<file path="src/rtl/rgb2grey_stream_if.sv">
// Pixel-stream handshake bundle for rgb2grey_stream: RGB input side (s_*) and grey output side (m_*).
// The converter uses the slave modport; the pixel source/sink environment uses master.
interface rgb2grey_stream_if #(
  parameter int unsigned CW = 8
);
  logic            s_valid;
  logic            s_ready;
  logic [3*CW-1:0] s_pixel;
  logic            s_last;
  logic            m_valid;
  logic            m_ready;
  logic [CW-1:0]   m_grey;
  logic            m_last;

  modport slave (
    input  s_valid, s_pixel, s_last, m_ready,
    output s_ready, m_valid, m_grey, m_last
  );

  modport master (
    output s_valid, s_pixel, s_last, m_ready,
    input  s_ready, m_valid, m_grey, m_last
  );
endinterface

</file>
<file path="src/rtl/rgb2grey_stream.sv">
// Pipelined RGB-to-grey converter: 3-stage multiply / sum+round / saturate, valid/ready stream, stats.
// Optional RGB2GREY_REG_READY_EN adds a 2-entry skid buffer so s_ready is registered.
module rgb2grey_stream #(
  parameter int unsigned CW     = 8,
  parameter int unsigned FRAC   = 8,
  parameter int unsigned CR_DEF = 77,
  parameter int unsigned CG_DEF = 150,
  parameter int unsigned CB_DEF = 29,
  parameter int unsigned CNTW   = 32
) (
  input  logic            clk,
  input  logic            rst,
  rgb2grey_stream_if.slave strm,
  input  logic            cfg_we,
  input  logic [FRAC:0]   cfg_cr,
  input  logic [FRAC:0]   cfg_cg,
  input  logic [FRAC:0]   cfg_cb,
  input  logic            stat_clr,
  output logic [CNTW-1:0] pix_cnt,
  output logic            sat_flag
);
  localparam int unsigned PW = CW + FRAC + 1;
  localparam int unsigned SW = CW + FRAC + 3;
  localparam int unsigned YW = CW + 3;
  localparam logic [SW-1:0] RND = SW'(1) << (FRAC - 1);

  logic [FRAC:0]   cr, cg, cb;
  logic            adv;
  logic            in_valid, in_last;
  logic [3*CW-1:0] in_pix;
  logic [FRAC:0]   in_cr, in_cg, in_cb;

  logic            v1, v2, v3;
  logic            l1, l2, l3;
  logic [PW-1:0]   p_r, p_g, p_b;
  logic [SW-1:0]   sum;
  logic [YW-1:0]   y;
  logic            y_sat;
  logic [CW-1:0]   grey;

  assign adv          = !v3 || strm.m_ready;
  assign strm.m_valid = v3;
  assign strm.m_last  = l3;
  assign strm.m_grey  = grey;

  always_ff @(posedge clk or posedge rst) begin
    if (rst) begin
      cr <= (FRAC+1)'(CR_DEF);
      cg <= (FRAC+1)'(CG_DEF);
      cb <= (FRAC+1)'(CB_DEF);
    end else if (cfg_we) begin
      cr <= cfg_cr;
      cg <= cfg_cg;
      cb <= cfg_cb;
    end
  end

`ifdef RGB2GREY_REG_READY_EN
  // Each entry snapshots the coefficients at accept time, so a buffered pixel
  // is converted with the values that were live when it entered.
  typedef struct packed {
    logic [3*CW-1:0] pix;
    logic            last;
    logic [FRAC:0]   cr;
    logic [FRAC:0]   cg;
    logic [FRAC:0]   cb;
  } skid_t;

  skid_t      skid [2];
  logic       wr_ptr, rd_ptr, full, push, pop;
  logic [1:0] fill, fill_nxt;

  assign push         = strm.s_valid && !full;
  assign pop          = adv && (fill != 2'd0);
  assign fill_nxt     = fill + {1'b0, push} - {1'b0, pop};
  assign strm.s_ready = !full;

  always_ff @(posedge clk or posedge rst) begin
    if (rst) begin
      wr_ptr <= 1'b0;
      rd_ptr <= 1'b0;
      fill   <= 2'd0;
      full   <= 1'b0;
    end else begin
      if (push) wr_ptr <= !wr_ptr;
      if (pop)  rd_ptr <= !rd_ptr;
      fill <= fill_nxt;
      full <= (fill_nxt == 2'd2);
    end
  end

  always_ff @(posedge clk) begin
    if (push) skid[wr_ptr] <= {strm.s_pixel, strm.s_last, cr, cg, cb};
  end

  always_comb begin
    in_valid = (fill != 2'd0);
    in_pix   = skid[rd_ptr].pix;
    in_last  = skid[rd_ptr].last;
    in_cr    = skid[rd_ptr].cr;
    in_cg    = skid[rd_ptr].cg;
    in_cb    = skid[rd_ptr].cb;
  end
`else
  assign in_valid     = strm.s_valid;
  assign in_pix       = strm.s_pixel;
  assign in_last      = strm.s_last;
  assign in_cr        = cr;
  assign in_cg        = cg;
  assign in_cb        = cb;
  assign strm.s_ready = adv;
`endif

  always_comb begin
    y     = sum[SW-1:FRAC];
    y_sat = |y[YW-1:CW];
  end

  always_ff @(posedge clk or posedge rst) begin
    if (rst) begin
      v1   <= 1'b0;
      v2   <= 1'b0;
      v3   <= 1'b0;
      l1   <= 1'b0;
      l2   <= 1'b0;
      l3   <= 1'b0;
      p_r  <= '0;
      p_g  <= '0;
      p_b  <= '0;
      sum  <= '0;
      grey <= '0;
    end else if (adv) begin
      v1 <= in_valid;
      l1 <= in_valid && in_last;
      if (in_valid) begin
        p_r <= PW'(in_pix[3*CW-1:2*CW]) * PW'(in_cr);
        p_g <= PW'(in_pix[2*CW-1:CW])   * PW'(in_cg);
        p_b <= PW'(in_pix[CW-1:0])      * PW'(in_cb);
      end
      v2 <= v1;
      l2 <= l1;
      if (v1) sum <= SW'(p_r) + SW'(p_g) + SW'(p_b) + RND;
      v3 <= v2;
      l3 <= l2;
      if (v2) grey <= y_sat ? '1 : y[CW-1:0];
    end
  end

  // Clear wins over both the handshake increment and a saturating load into S3.
  always_ff @(posedge clk or posedge rst) begin
    if (rst) begin
      pix_cnt  <= '0;
      sat_flag <= 1'b0;
    end else if (stat_clr) begin
      pix_cnt  <= '0;
      sat_flag <= 1'b0;
    end else begin
      if (v3 && strm.m_ready) pix_cnt <= pix_cnt + 1'b1;
      if (adv && v2 && y_sat) sat_flag <= 1'b1;
    end
  end
endmodule

</file>
<file path="src/flat_wrapper.sv">
// flat-port wrapper written by rule: the top's interface ports become plain ports
module rgb2grey_stream_flat 
#(
  parameter int unsigned CW     = 8,
  parameter int unsigned FRAC   = 8,
  parameter int unsigned CR_DEF = 77,
  parameter int unsigned CG_DEF = 150,
  parameter int unsigned CB_DEF = 29,
  parameter int unsigned CNTW   = 32
)
  (clk, rst, cfg_we, cfg_cr, cfg_cg, cfg_cb, stat_clr, pix_cnt, sat_flag, strm_s_valid, strm_s_pixel, strm_s_last, strm_m_ready, strm_s_ready, strm_m_valid, strm_m_grey, strm_m_last);
  rgb2grey_stream_if #(.CW(CW)) strm_i ();
  input  logic clk;
  input  logic rst;
  input  logic cfg_we;
  input  logic [FRAC:0] cfg_cr;
  input  logic [FRAC:0] cfg_cg;
  input  logic [FRAC:0] cfg_cb;
  input  logic stat_clr;
  output logic [CNTW-1:0] pix_cnt;
  output logic sat_flag;
  input wire logic [$bits(strm_i.s_valid)-1:0] strm_s_valid;
  input wire logic [$bits(strm_i.s_pixel)-1:0] strm_s_pixel;
  input wire logic [$bits(strm_i.s_last)-1:0] strm_s_last;
  input wire logic [$bits(strm_i.m_ready)-1:0] strm_m_ready;
  output wire logic [$bits(strm_i.s_ready)-1:0] strm_s_ready;
  output wire logic [$bits(strm_i.m_valid)-1:0] strm_m_valid;
  output wire logic [$bits(strm_i.m_grey)-1:0] strm_m_grey;
  output wire logic [$bits(strm_i.m_last)-1:0] strm_m_last;
  assign strm_i.s_valid = strm_s_valid;
  assign strm_i.s_pixel = strm_s_pixel;
  assign strm_i.s_last = strm_s_last;
  assign strm_i.m_ready = strm_m_ready;
  assign strm_s_ready = strm_i.s_ready;
  assign strm_m_valid = strm_i.m_valid;
  assign strm_m_grey = strm_i.m_grey;
  assign strm_m_last = strm_i.m_last;
  rgb2grey_stream #(.CW(CW), .FRAC(FRAC), .CR_DEF(CR_DEF), .CG_DEF(CG_DEF), .CB_DEF(CB_DEF), .CNTW(CNTW)) u_core (.clk(clk), .rst(rst), .strm(strm_i), .cfg_we(cfg_we), .cfg_cr(cfg_cr), .cfg_cg(cfg_cg), .cfg_cb(cfg_cb), .stat_clr(stat_clr), .pix_cnt(pix_cnt), .sat_flag(sat_flag));
endmodule
</file>
<file path="config.mk">
export PLATFORM = sky130hd
export DESIGN_NAME = rgb2grey_stream_flat
export DESIGN_NICKNAME = d
export VERILOG_FILES = /design/src/rtl/rgb2grey_stream_if.sv /design/src/rtl/rgb2grey_stream.sv /design/src/flat_wrapper.sv
export SDC_FILE = /design/constraint.sdc
export NUM_CORES = 1
export LEC_CHECK = 0
export CAP_MARGIN = 30
export CORE_UTILIZATION = 50
export DETAILED_ROUTE_END_ITERATION = 8
export PLACE_DENSITY = 0.72
export SLEW_MARGIN = 20
export SYNTH_ARGS = -nofsm -noshare
export SYNTH_HDL_FRONTEND = slang
export SYNTH_SLANG_ARGS = --single-unit
</file>
<file path="constraint.sdc">
create_clock -name clk -period 4.8 [get_ports clk]
set_input_delay 0.72 -clock clk [delete_from_list [all_inputs] [get_ports clk]]
set_output_delay 0.72 -clock clk [all_outputs]
set_load 0.02 [all_outputs]
</file>
# Word level (Yosys, flattened, before mapping)
# Cells that the tools add are included.
# W data, S select, Z words.
# word_totals
regBits,144
in_bits,58
out_inout_bits,44
word_cells,40
# op_classes
n_addsub,4
n_mul,3
n_mux,5
reduce_logical,12
# ops
op,count
$mux W32,2
$mul A8 B9 Y17,3
$add A32 B1 Y32 const B,1
$add A19 B17 Y19,1
$add A19 B8 Y19 const B,1
$add A17 B17 Y18,1
$mux W8,1
$reduce_and A2 Y1,3
$logic_and A1 B1 Y1,4
$reduce_bool A2 Y1,2
$reduce_or A3 Y1,1
$mux W1,2
$logic_not A1 Y1,1
$logic_or A1 B1 Y1,1

# Logic depth before layout (Yosys ltp)
# Gate-level depths: netlist (run 1).
# logic_depth
depth_word,6
depth_mapped,16
mapped_depth_nobuf,16

# Worst setup path after synthesis (run 1)
# No wires, ideal clock.
# synth_path
path_type,input port to flip-flop
startpoint,input port strm_s_pixel[23]
endpoint,register u_core.p_r[12]
setup_time_ps,133
t_arrival_ps,4476
required_time_ps,4667
setup_slack_ps,191
path_stages,15
path_buffers,0
cell_sequence,nand2_1 fa_1 fa_1 inv_1 fa_1 inv_1 fa_1 inv_1 ha_1 a21oi_1 nor3b_1 o21ai_0 a41oi_1 xor2_1 o21ai_0
# synth_between
elab_chain_cells,1
# synth_lines
element,line_no,rtl
"start, declared",flat_wrapper.sv:23,input wire logic [$bits(strm_i.s_pixel)-1:0] strm_s_pixel;
$mul A8 B9 Y17,rgb2grey_stream.sv:136,p_r <= PW'(in_pix[3*CW-1:2*CW]) * PW'(in_cr);
"end signal, assigned",rgb2grey_stream.sv:136,
"end, declared",rgb2grey_stream.sv:35,"logic [PW-1:0] p_r, p_g, p_b;"
# No other way between the ends.
# A chain may end at the register's enable or synchronous reset.

# Final worst setup path (run 1)
# layout_path
startpoint,input port strm_s_pixel[7]
endpoint,register u_core.p_b[15]
# layout_between
elab_chain_cells,1
# layout_lines
element,line_no,rtl
$mul A8 B9 Y17,rgb2grey_stream.sv:138,p_b <= PW'(in_pix[CW-1:0]) * PW'(in_cb);
"end signal, assigned",rgb2grey_stream.sv:138,
"end, declared",rgb2grey_stream.sv:35,
# No other way between the ends.

==> out/metrics.yaml, run 1 <==
synth_flop_cell: "dfrtp_1"
synth-edff-count: 0
cts_max_path_buffers: 2
wl_microns: 30350
place.gp.congestion: 0.8915
cts_tree: "yes"
grt_pass1_wl_microns: 51870
hold_viol_final: 0
clk_pin_slew_ns: 0.06
critPathBufInv: 4
placed_cell_area_sq_um: 16120
required_ns: 5.12
grt_max_degree: 99
dp_hpwl_microns: 24130
utilization_pct: 62.21
endpoint_kind: "flip-flop"
first_pass_iters: 5
clockPowerShare_pct: 12.2
pwr-share-seq_pct: 16.0
slew_viol_final: 0
antenna_found_initial: 0
root_buffer: "clkbuf_16"
p_switching_mw: 5.017
hp-class: "reg2reg"
power.density_nw_per_um2: 639.5
cp_slowest_cell: "fa_1"
cp-start-kind: "input pin"
viasPerCell: 5.251
critPathKind: "in2reg"
cts_sinks: 136
setup_viol: 0
drive_gt1_share_pct: 12.88
vias: 10880
syn_area_sq_um: 13950
fin_nets: 2033
clk_latency_ns: 0.43
diodes: 0
portBuffers: 101
yosys.area.top_type: "dfrtp_1"
ys_ff_latch: 136
ys_seq_area_share_pct: 24.50
post-route-drc-count: 0
power.internal_mw: 5.794
ant_nets: 0
skew_ns: 0.01811
place_ws_ns: -0.5001
initial_core_util_pct: 51.34
drv_cap: 0
crit_path_frequent_cell: "fa_1"
fmax_mhz: 211.3
io_pins: 102
synth_top_area_share_pct: 22.24
slew_headroom_pct: 49.46
grt_pass1_vias: 10997
cpPeakStageDelay_ns: 0.56
arrival_ns: 5.05
setup_ws_ns: 0.06821
totalPowerFinal_mw: 10.81
die_y_microns: 169.0
die-width_microns: 169.0
p_sw_share_pct: 46.41
power_leakage_nw: 8.334
tightest_slew_ns: 0.7522
syn_inst: 1487
ys_warn_count: 0
h-tree-depth: 4
wl_per_cell_microns: 14.65
grt-ovfl-total: 0
path_cells: "clkdlybuf4s50_1 > buf_6 > and2_1 > fa_1 > fa_1 > fa_1 > inv_1 > fa_1 > inv_1 > ha_1 > a21o_1 > a21o_1 > a21o_1 > o21a_1 > o21a_1 > o31ai_2"
final_area_sq_um: 16910
vdd_ir_drop_max_mv: 0.3940
syn_area_per_cell_sq_um: 9.382
layout_min_cycle_time_ns: 4.732
synth_cell_types: 66
cts_made_buffers: 17
status: "complete, no violations"
drt_iter0_drc: 564
core_sq_um: 27180
fp-row-count: 60
cp_top_family: "adder cells"
synthesis.nets: 1833
grtUsageTotal_pct: 22.34
ys_async_sr_fraction_pct: 100.0
r2r_slack_ns: 0.29
synth_area_leaders: "dfrtp_1 (22%), fa_1 (18%), ha_1 (14%)"
dieArea_sq_um: 28570
p_comb_share_pct: 71.8
syn2layout_area_growth_pct: 21.18
critPathMaxFanout: 8
fin_crit_sh_pct: 98.58
ctsHoldBuffers: 0
==> worst paths after layout <==
path,startpoint,end,depth (start not counted)
max,strm_s_pixel[7],u_core.p_b[15]$_DFFE_PP0P_,16
max reg2reg,u_core.cb[2]$_DFFE_PP1P_,u_core.p_b[15]$_DFFE_PP0P_,16
max in group asynchronous,rst,u_core.cb[2]$_DFFE_PP1P_,4
min in group asynchronous,rst,u_core.pix_cnt[29]$_DFFE_PP0P_,2
min,u_core.v2$_DFFE_PP0N_,u_core.strm.m_valid$_DFFE_PP0N_,2
min reg2reg,u_core.v2$_DFFE_PP0N_,u_core.strm.m_valid$_DFFE_PP0N_,2
==> flip-flops by register name (all words and copies together) (netlist names), 9 cells and up <==
name,flops
u_core.p_g,17
u_core.cr,9
u_core.p_b,17
u_core.cg,9
u_core.p_r,17
u_core.cb,9
u_core.sum,11
u_core.pix_cnt,32
==> kinds of logic (layout without fill, tap and decap cells) <==
logic type	Yosys count	in the layout	share of synthesized area, %
buffers and inverters	223	436	6.000
multiplexers	29	29	2.341
XOR/XNOR	71	71	4.457
AO/OA/AOI/OAI	206	206	9.668
adder cells (fa/ha/maj)	288	288	32.66
flip-flops	136	136	24.50
AND/OR/NAND/NOR	534	534	20.37
==> what timing repair did <==
item,CTS,global route
pin swaps,0,20
buffers inserted,0,1
resized for setup,5,40
gates cloned,0,0
endpoints found under the setup margin,9,20
==> cell usage after synthesis, types with 7 or more instances <==
master / n
o21ai_0: 53
and2_1: 186
nand4_1: 17
nand3_1: 30
o211ai_1: 8
dfstp_2: 12
nor2_1: 48
xnor2_1: 25
and4_1: 7
inv_1: 198
nor3b_1: 9
nand2_1: 162
nand2b_1: 10
o22a_1: 8
clkbuf_1: 23
xor2_1: 46
fa_1: 127
nor3_1: 21
a21oi_1: 42
a31oi_1: 14
and3_1: 10
nor2b_1: 9
o31ai_1: 10
mux2_2: 29
ha_1: 161
o21a_1: 16
dfrtp_1: 124
a21o_1: 15
==> through the flow <==
step	hold WS, ns	setup TNS, ns	std cells
after floorplan	0.4281	0	1487
after global placement	0.4456	-7.070	2037
after detailed placement	0.4564	-9.096	2038
after CTS	0.4686	0	2070
after global routing	0.4784	-0.06491	2072
final	0.4630	0	2072
==> power groups by stage <==
stage / Clock (mW) / Combinational, mW / Sequential, mW
2_1_floorplan: 0 / 5.22 / 1.70
3_3_place_gp: 0 / 7.30 / 1.73
3_5_place_dp: 0 / 7.45 / 1.75
4_1_cts: 1.36 / 7.59 / 1.73
5_1_grt: 1.40 / 8.77 / 1.77
6_report: 1.32 / 7.76 / 1.72
==> cells in the final DEF (no fill, tap or decap), drive strengths merged, types with 9 or more instances in the layout <==
cell,Yosys,routed
fa,127,127
nand2b,10,10
dfstp,12,12
a21o,15,15
o31ai,10,10
nand2,162,162
dlymetal6s2s,0,13
xor2,46,46
nor2,49,49
nor2b,9,9
nor3,21,21
clkbuf,23,17
and3,11,11
clkdlybuf4s50,0,88
buf,2,105
inv,198,206
and2,187,187
ha,161,161
nor3b,9,9
o21a,16,16
o21ai,55,55
dfrtp,124,124
nand3,30,30
a31oi,14,14
nand4,18,18
xnor2,25,25
a21oi,43,43
mux2,29,29
==> layout make-up <==
class	count	area, sq um
repair buffers	206	1878
multi-input cells	1128	9813
well taps	372	465.4
fillers	2332	10270
clock inverters	15	157.7
clock buffers	17	425.4
inverters	198	748.2
flip-flops and latches	136	3418
==> worst min-delay path, stage by stage, from the launching register on <==
cell and delay [ns]:
dfrtp_1 0.33, inv_1 0.05, nand2_1 0.05
==> per-layer routing <==
layer / global-route usage [%] / part of all wire [%]
met5: 0 / 0
met4: 5.680 / 1.4
met3: 2.736 / 2.8
met2: 37.33 / 48
met1: 30.81 / 48
No activity file was read; power rests on OpenSTA's default activity.
==> inputs of run 2 (changes only) <==
CTS_CLUSTER_DIAMETER = 50   (was default)
==> results of run 2 <==
Same layout as run 1: the final DEF is identical, and so are final timing and power.
==> variant 1, RTL diff (config.mk and constraints of run 1) <==
The option `RGB2GREY_REG_READY_EN` is turned on by a define.
--- a/src/rtl/rgb2grey_stream.sv
+++ b/src/rtl/rgb2grey_stream.sv
@@ -1,5 +1,7 @@
 // Pipelined RGB-to-grey converter: 3-stage multiply / sum+round / saturate, valid/ready stream, stats.
 // Optional RGB2GREY_REG_READY_EN adds a 2-entry skid buffer so s_ready is registered.
+`define RGB2GREY_REG_READY_EN
+
 module rgb2grey_stream #(
   parameter int unsigned CW     = 8,
   parameter int unsigned FRAC   = 8,
Formal check against the unedited RTL: not equivalent (Yosys sat finds a counterexample within 4 cycles, from zero or initial values and one cycle with rst high).
==> variant 1 against run 1 <==
  * The flow now finishes with violations (negative setup slack)
  * Routed wire length is 20% higher
  * Sequential cell count is 109 higher
  * Register-to-register slack worse by 0.54 ns
  * Critical path type is now flip-flop to flip-flop
  * Worst hold slack better by 0.0090 ns
  * Cell area is 29% higher
  * Clock skew is 0.012 ns higher
  * Synthesized area is 24% higher
  * Worst setup slack worse by 0.31 ns
Power is left out: the tool's default activity adds up to more than one toggle a clock period on the data nets, which glitch-free logic cannot reach.
==> variant 1: results <==
outcome:
  status: "finished with violations"
  violations: "negative setup slack"
critical_path:
  crit_family: "adder cells"
  path_max_fanout: 7
  critPathMaxStageDelay_ns: 0.52
  critical-path-slowest-cell: "dfrtp_4"
  arrival_ns: 5.52
clocking:
  root_buffer: "clkbuf_16"
  clk_transition_reported_paths_ns: 0.06
  htree_levels: 1
  clk_latency_ns: 0.56
  cts_buffers: 27
  cts_buffer_depth: 3
timing:
  relSlewSlack_pct: 45.3
  fin_tns_setup_ns: -2.74
  hold_ws_ns: 0.472
  skew_ns: 0.0297
  setup_ws_ns: -0.246
  final-setup-viol-count: 19
synth:
  syn_inst: 1644
  seq_area_frac_synth_pct: 38.6
  synth_fp_nets: 1992
  synth_edf_count: 104
  synth_common_cells: "nor2_1 (242), inv_1 (196), ha_1 (163)"
  yosys_warnings: 0
  ys_async_sr_fraction_pct: 57.6
  post_synth_num_cell_types: 61
  synth_top_cell_by_area: "dfrtp_1"
  ys_top_cells_by_area: "dfrtp_1 (19%), edfxtp_1 (18%), fa_1 (15%), ha_1 (12%), nor2_1 (5.3%)"
worst_hold_path:
  min_path_type: "flip-flop to flip-flop"
detailed_routing:
  drt_iter0_drc: 524
  avgRoutedWirePerCell_um: 15.4
  dr.pass1.iters: 7
  totalWireLength_um: 36600
  num_vias: 12397
finish:
  top_register: "u_core.skid"
  drive_above_1_share_pct: 19.9
  diodes: 0
  top_regs: "u_core.skid x104, u_core.pix_cnt x32"
global_routing:
  antenna_found_initial: 1
  grt_max_degree: 90
  grt_pass1_wl_um: 62000
  grt_pass1_vias: 12984
  grt_use_total_pct: 21.5
placed_design:
  io_buffers: 101
  hpwl_um: 27500
  dpl.cell_count: 2314
  gp_routability_congestion: 0.882
[variant 1: cell types whose count changed in the layout (fill, tap and decap cells not counted), sizes merged, moves of 36 or more]
cell	delta
and2	-180
nand2	-36
mux2i	+53
edfxtp	+104
buf	+58
nor2	+193
[variant 1: metrics by stage]
step           area (µm²)  util [%]  worst slack (ns)
2_1_floorplan       17600         -           -0.0299
3_3_place_gp        20100      59.6            -0.283
3_5_place_dp        20200      59.7            -0.349
4_1_cts             21600      63.8            -0.246
5_1_grt             21800      64.4            -0.446
6_report            21800      64.4            -0.246
[variant 1: cell type report]
class / count / area [µm²]
timing repair buffer: 265 / 2430
clock buffer: 31 / 691
tap: 448 / 561
sequential: 245 / 6670
fill: 2620 / 12000
clock inverter: 19 / 230
inverter: 196 / 741
multi-input combinational: 1176 / 10400
[variant 1: timing repair]
action / in CTS / in global routing
resized for setup: 76 / 34
setup endpoints to repair: 21 / 28
setup buffers: 8 / 5
hold buffers: 0 / 0
pin swaps: 9 / 17
cloned: 2 / 1
[variant 1: worst paths after layout]
kind	from	endpoint	cells past startpoint
max	u_core.rd_ptr	u_core.p_g[16]	19
min	u_core.strm.m_last	u_core.strm.m_last	2
max reg2reg	u_core.rd_ptr	u_core.p_g[16]	19
min reg2reg	u_core.strm.m_last	u_core.strm.m_last	2
max in group asynchronous	rst	u_core.cr[2]	3
min in group asynchronous	rst	u_core.strm.m_grey[7]	2
[variant 1: kinds of logic (layout without fill, tap and decap cells)]
family / count (synthesis) / in the layout / synth area share, %
muxes: 80 / 80 / 4.83
xor gates and xnor gates: 85 / 85 / 4.31
and+or+nand+nor: 510 / 510 / 13.1
DFF: 245 / 245 / 38.6
adders and majority gates: 290 / 290 / 26.5
buffers and inverters: 223 / 511 / 4.87
AOI/OAI and AO/OA: 211 / 211 / 7.81
[variant 1: worst register-to-register path, stage by stage, from the launching register on]
cell	delay (ns)
dfrtp_4	0.52
buf_12	0.16
buf_16	0.15
mux2i_2	0.26
buf_6	0.18
nor2_1	0.07
fa_1	0.45
fa_1	0.49
ha_1	0.29
inv_1	0.05
fa_1	0.52
inv_1	0.04
ha_1	0.31
and2_1	0.16
a22o_1	0.23
o41ai_4	0.26
o211a_1	0.24
a21oi_1	0.09
or3_1	0.30
a31oi_1	0.18
[variant 1: per-layer routing]
metal	vias to the layer above	share of wire (%)	track usage [%]
met1	6059	46	28.8
met5	-	0	0
met2	227	48	36.4
met4	0	2.0	5.78
li1	6055	-	-
met3	56	3.4	3.07
==> variant 2, RTL diff (config.mk and constraints of run 1) <==
Made on the original files. Register the inputs `cfg_we`, `cfg_cr`, `cfg_cg` and `cfg_cb` before use. The logic sees them one clock later. The other inputs are not delayed to match.
--- a/src/rtl/rgb2grey_stream.sv
+++ b/src/rtl/rgb2grey_stream.sv
@@ -24,6 +24,18 @@
   localparam int unsigned YW = CW + 3;
   localparam logic [SW-1:0] RND = SW'(1) << (FRAC - 1);
 
+  logic cfg_we_q;
+  logic [FRAC:0] cfg_cr_q;
+  logic [FRAC:0] cfg_cg_q;
+  logic [FRAC:0] cfg_cb_q;
+
+  always_ff @(posedge clk) begin
+    cfg_we_q <= cfg_we;
+    cfg_cr_q <= cfg_cr;
+    cfg_cg_q <= cfg_cg;
+    cfg_cb_q <= cfg_cb;
+  end
+
   logic [FRAC:0]   cr, cg, cb;
   logic            adv;
   logic            in_valid, in_last;
@@ -48,10 +60,10 @@
       cr <= (FRAC+1)'(CR_DEF);
       cg <= (FRAC+1)'(CG_DEF);
       cb <= (FRAC+1)'(CB_DEF);
-    end else if (cfg_we) begin
-      cr <= cfg_cr;
-      cg <= cfg_cg;
-      cb <= cfg_cb;
+    end else if (cfg_we_q) begin
+      cr <= cfg_cr_q;
+      cg <= cfg_cg_q;
+      cb <= cfg_cb_q;
     end
   end
 
Function: not settled (the Yosys comparison gave no result); the edit may change what the design does.
==> variant 2 against run 1 <==
  * Synthesized area rose by 4.8%
  * Sequential cell count rose by 28
  * Total power rose by 7.4%
  * Synthesized cell count rose by 1.6%
  * Sequential power rose by 16%
  * Routed wire length rose by 3.5%
  * Cell area rose by 3.9%
  * Worst setup slack improved by 0.059 ns
  * Critical path type unchanged
  * Largest power group unchanged
==> variant 2: results <==
clocking:
  htree_levels: 4
  root_buffer: "clkbuf_16"
  clk_transition_reported_paths_ns: 0.07
  clk_latency_ns: 0.43
  cts_buffer_depth: 2
  cts_buffers: 17
global_routing:
  overflow: 0
  grtUsageMet3_pct: 2.57
  grt_use_total_pct: 21.8
  grt_pass1_wl_um: 53900
  grtUsageMet2_pct: 36.7
  met1_usage_pct: 29.8
  antenna_found_initial: 1
  grt_max_degree: 99
  grt_pass1_vias: 11366
worst_hold_path:
  min_path_type: "flip-flop to flip-flop"
timing:
  tightest_slew_ns: 0.835
  skew_ns: 0.00936
synth:
  seq_area_frac_synth_pct: 27.2
  ys_top_cells_by_area: "dfrtp_1 (21%), fa_1 (17%), ha_1 (14%), and2_1 (7.4%), inv_1 (4.9%)"
  synth_common_cells: "inv_1 (192), and2_1 (174), ha_1 (161)"
  ys_async_sr_fraction_pct: 82.9
  yosys_warnings: 0
  avgSynthCellArea_um2: 9.67
  synth_fp_nets: 1857
  synthFlopType: "dfrtp_1"
  post_synth_num_cell_types: 66
finish:
  top_register: "u_core.pix_cnt"
  drive_above_1_share_pct: 13.0
  fill_cells: 2424
  diodes: 0
  largest_reg_flops: 32
detailed_routing:
  routed-wl-met3_um: 866
  wl_met2_um: 15100
  wl_met1_um: 15000
  totalWireLength_um: 31400
  drt_iter0_drc: 731
  avgRoutedWirePerCell_um: 14.8
  vias_per_cell: 5.30
  top_layer: "met5"
  dr.pass1.iters: 5
placed_design:
  gp_routability_congestion: 0.900
  io_buffers: 101
  dpl.cell_count: 2082
  hpwl_um: 24900
pwr:
  ir_drop_mv: 0.522
  p_leak_uw: 0.00855
critical_path:
  critPathMaxStageDelay_ns: 0.56
  path_max_fanout: 8
  crit_family: "adder cells"
  critical-path-slowest-cell: "fa_1"
outcome:
  status: "complete, no violations"
[variant 2: logic make-up after synthesis]
kind of cell	count (synthesis)	share of synthesized area (%)
and+or+nand+nor	497	18.4
xor gates and xnor gates	67	4.02
adders and majority gates	288	31.2
DFF	164	27.2
AOI/OAI and AO/OA	239	10.5
buffers and inverters	216	5.60
muxes	40	3.06
[variant 2: cell type report]
type | instances | area [µm²] | area share, %
clock inverter | 14 | 120 | 0.684
timing repair buffer | 213 | 1900 | 10.8
inverter | 192 | 726 | 4.13
sequential | 164 | 3980 | 22.7
multi-input combinational | 1131 | 9930 | 56.5
tap | 384 | 480 | 2.74
clock buffer | 18 | 429 | 2.44
[variant 2: worst paths after layout]
path                                    start                end  slack [ns]  cells after the start
max                          strm_s_pixel[23]     u_core.p_r[16]        0.13                     16
min                        u_core.cfg_cr_q[1]       u_core.cr[1]        0.46                      1
max reg2reg                      u_core.cr[3]     u_core.p_r[16]        0.30                     15
min reg2reg                u_core.cfg_cr_q[1]       u_core.cr[1]        0.46                      1
max in group asynchronous                 rst     u_core.sum[15]        3.12                      3
min in group asynchronous                 rst  u_core.pix_cnt[5]        0.82                      2
[variant 2: through the flow]
stage	instance area [µm²]	setup WS, ns	setup TNS (ns)
floorplan	14600	0.164	0
global placement	16800	-0.435	-7.55
detailed placement	16800	-0.543	-9.40
CTS	17400	0.00618	0
global route	17600	-0.0486	-0.173
finish	17600	0.128	0
[variant 2: repair_timing]
action,CTS,global route
pin swaps,2,31
setup endpoints to repair,6,26
resized for setup,5,33
setup buffers,0,1
gates cloned,0,0
[variant 2: power by group]
group,switching [µW],leakage (µW),internal (µW)
clock,631,0.000270,679
sequential,266,0.00193,1730
combinational,4420,0.00635,3880
total,5320,0.00855,6290
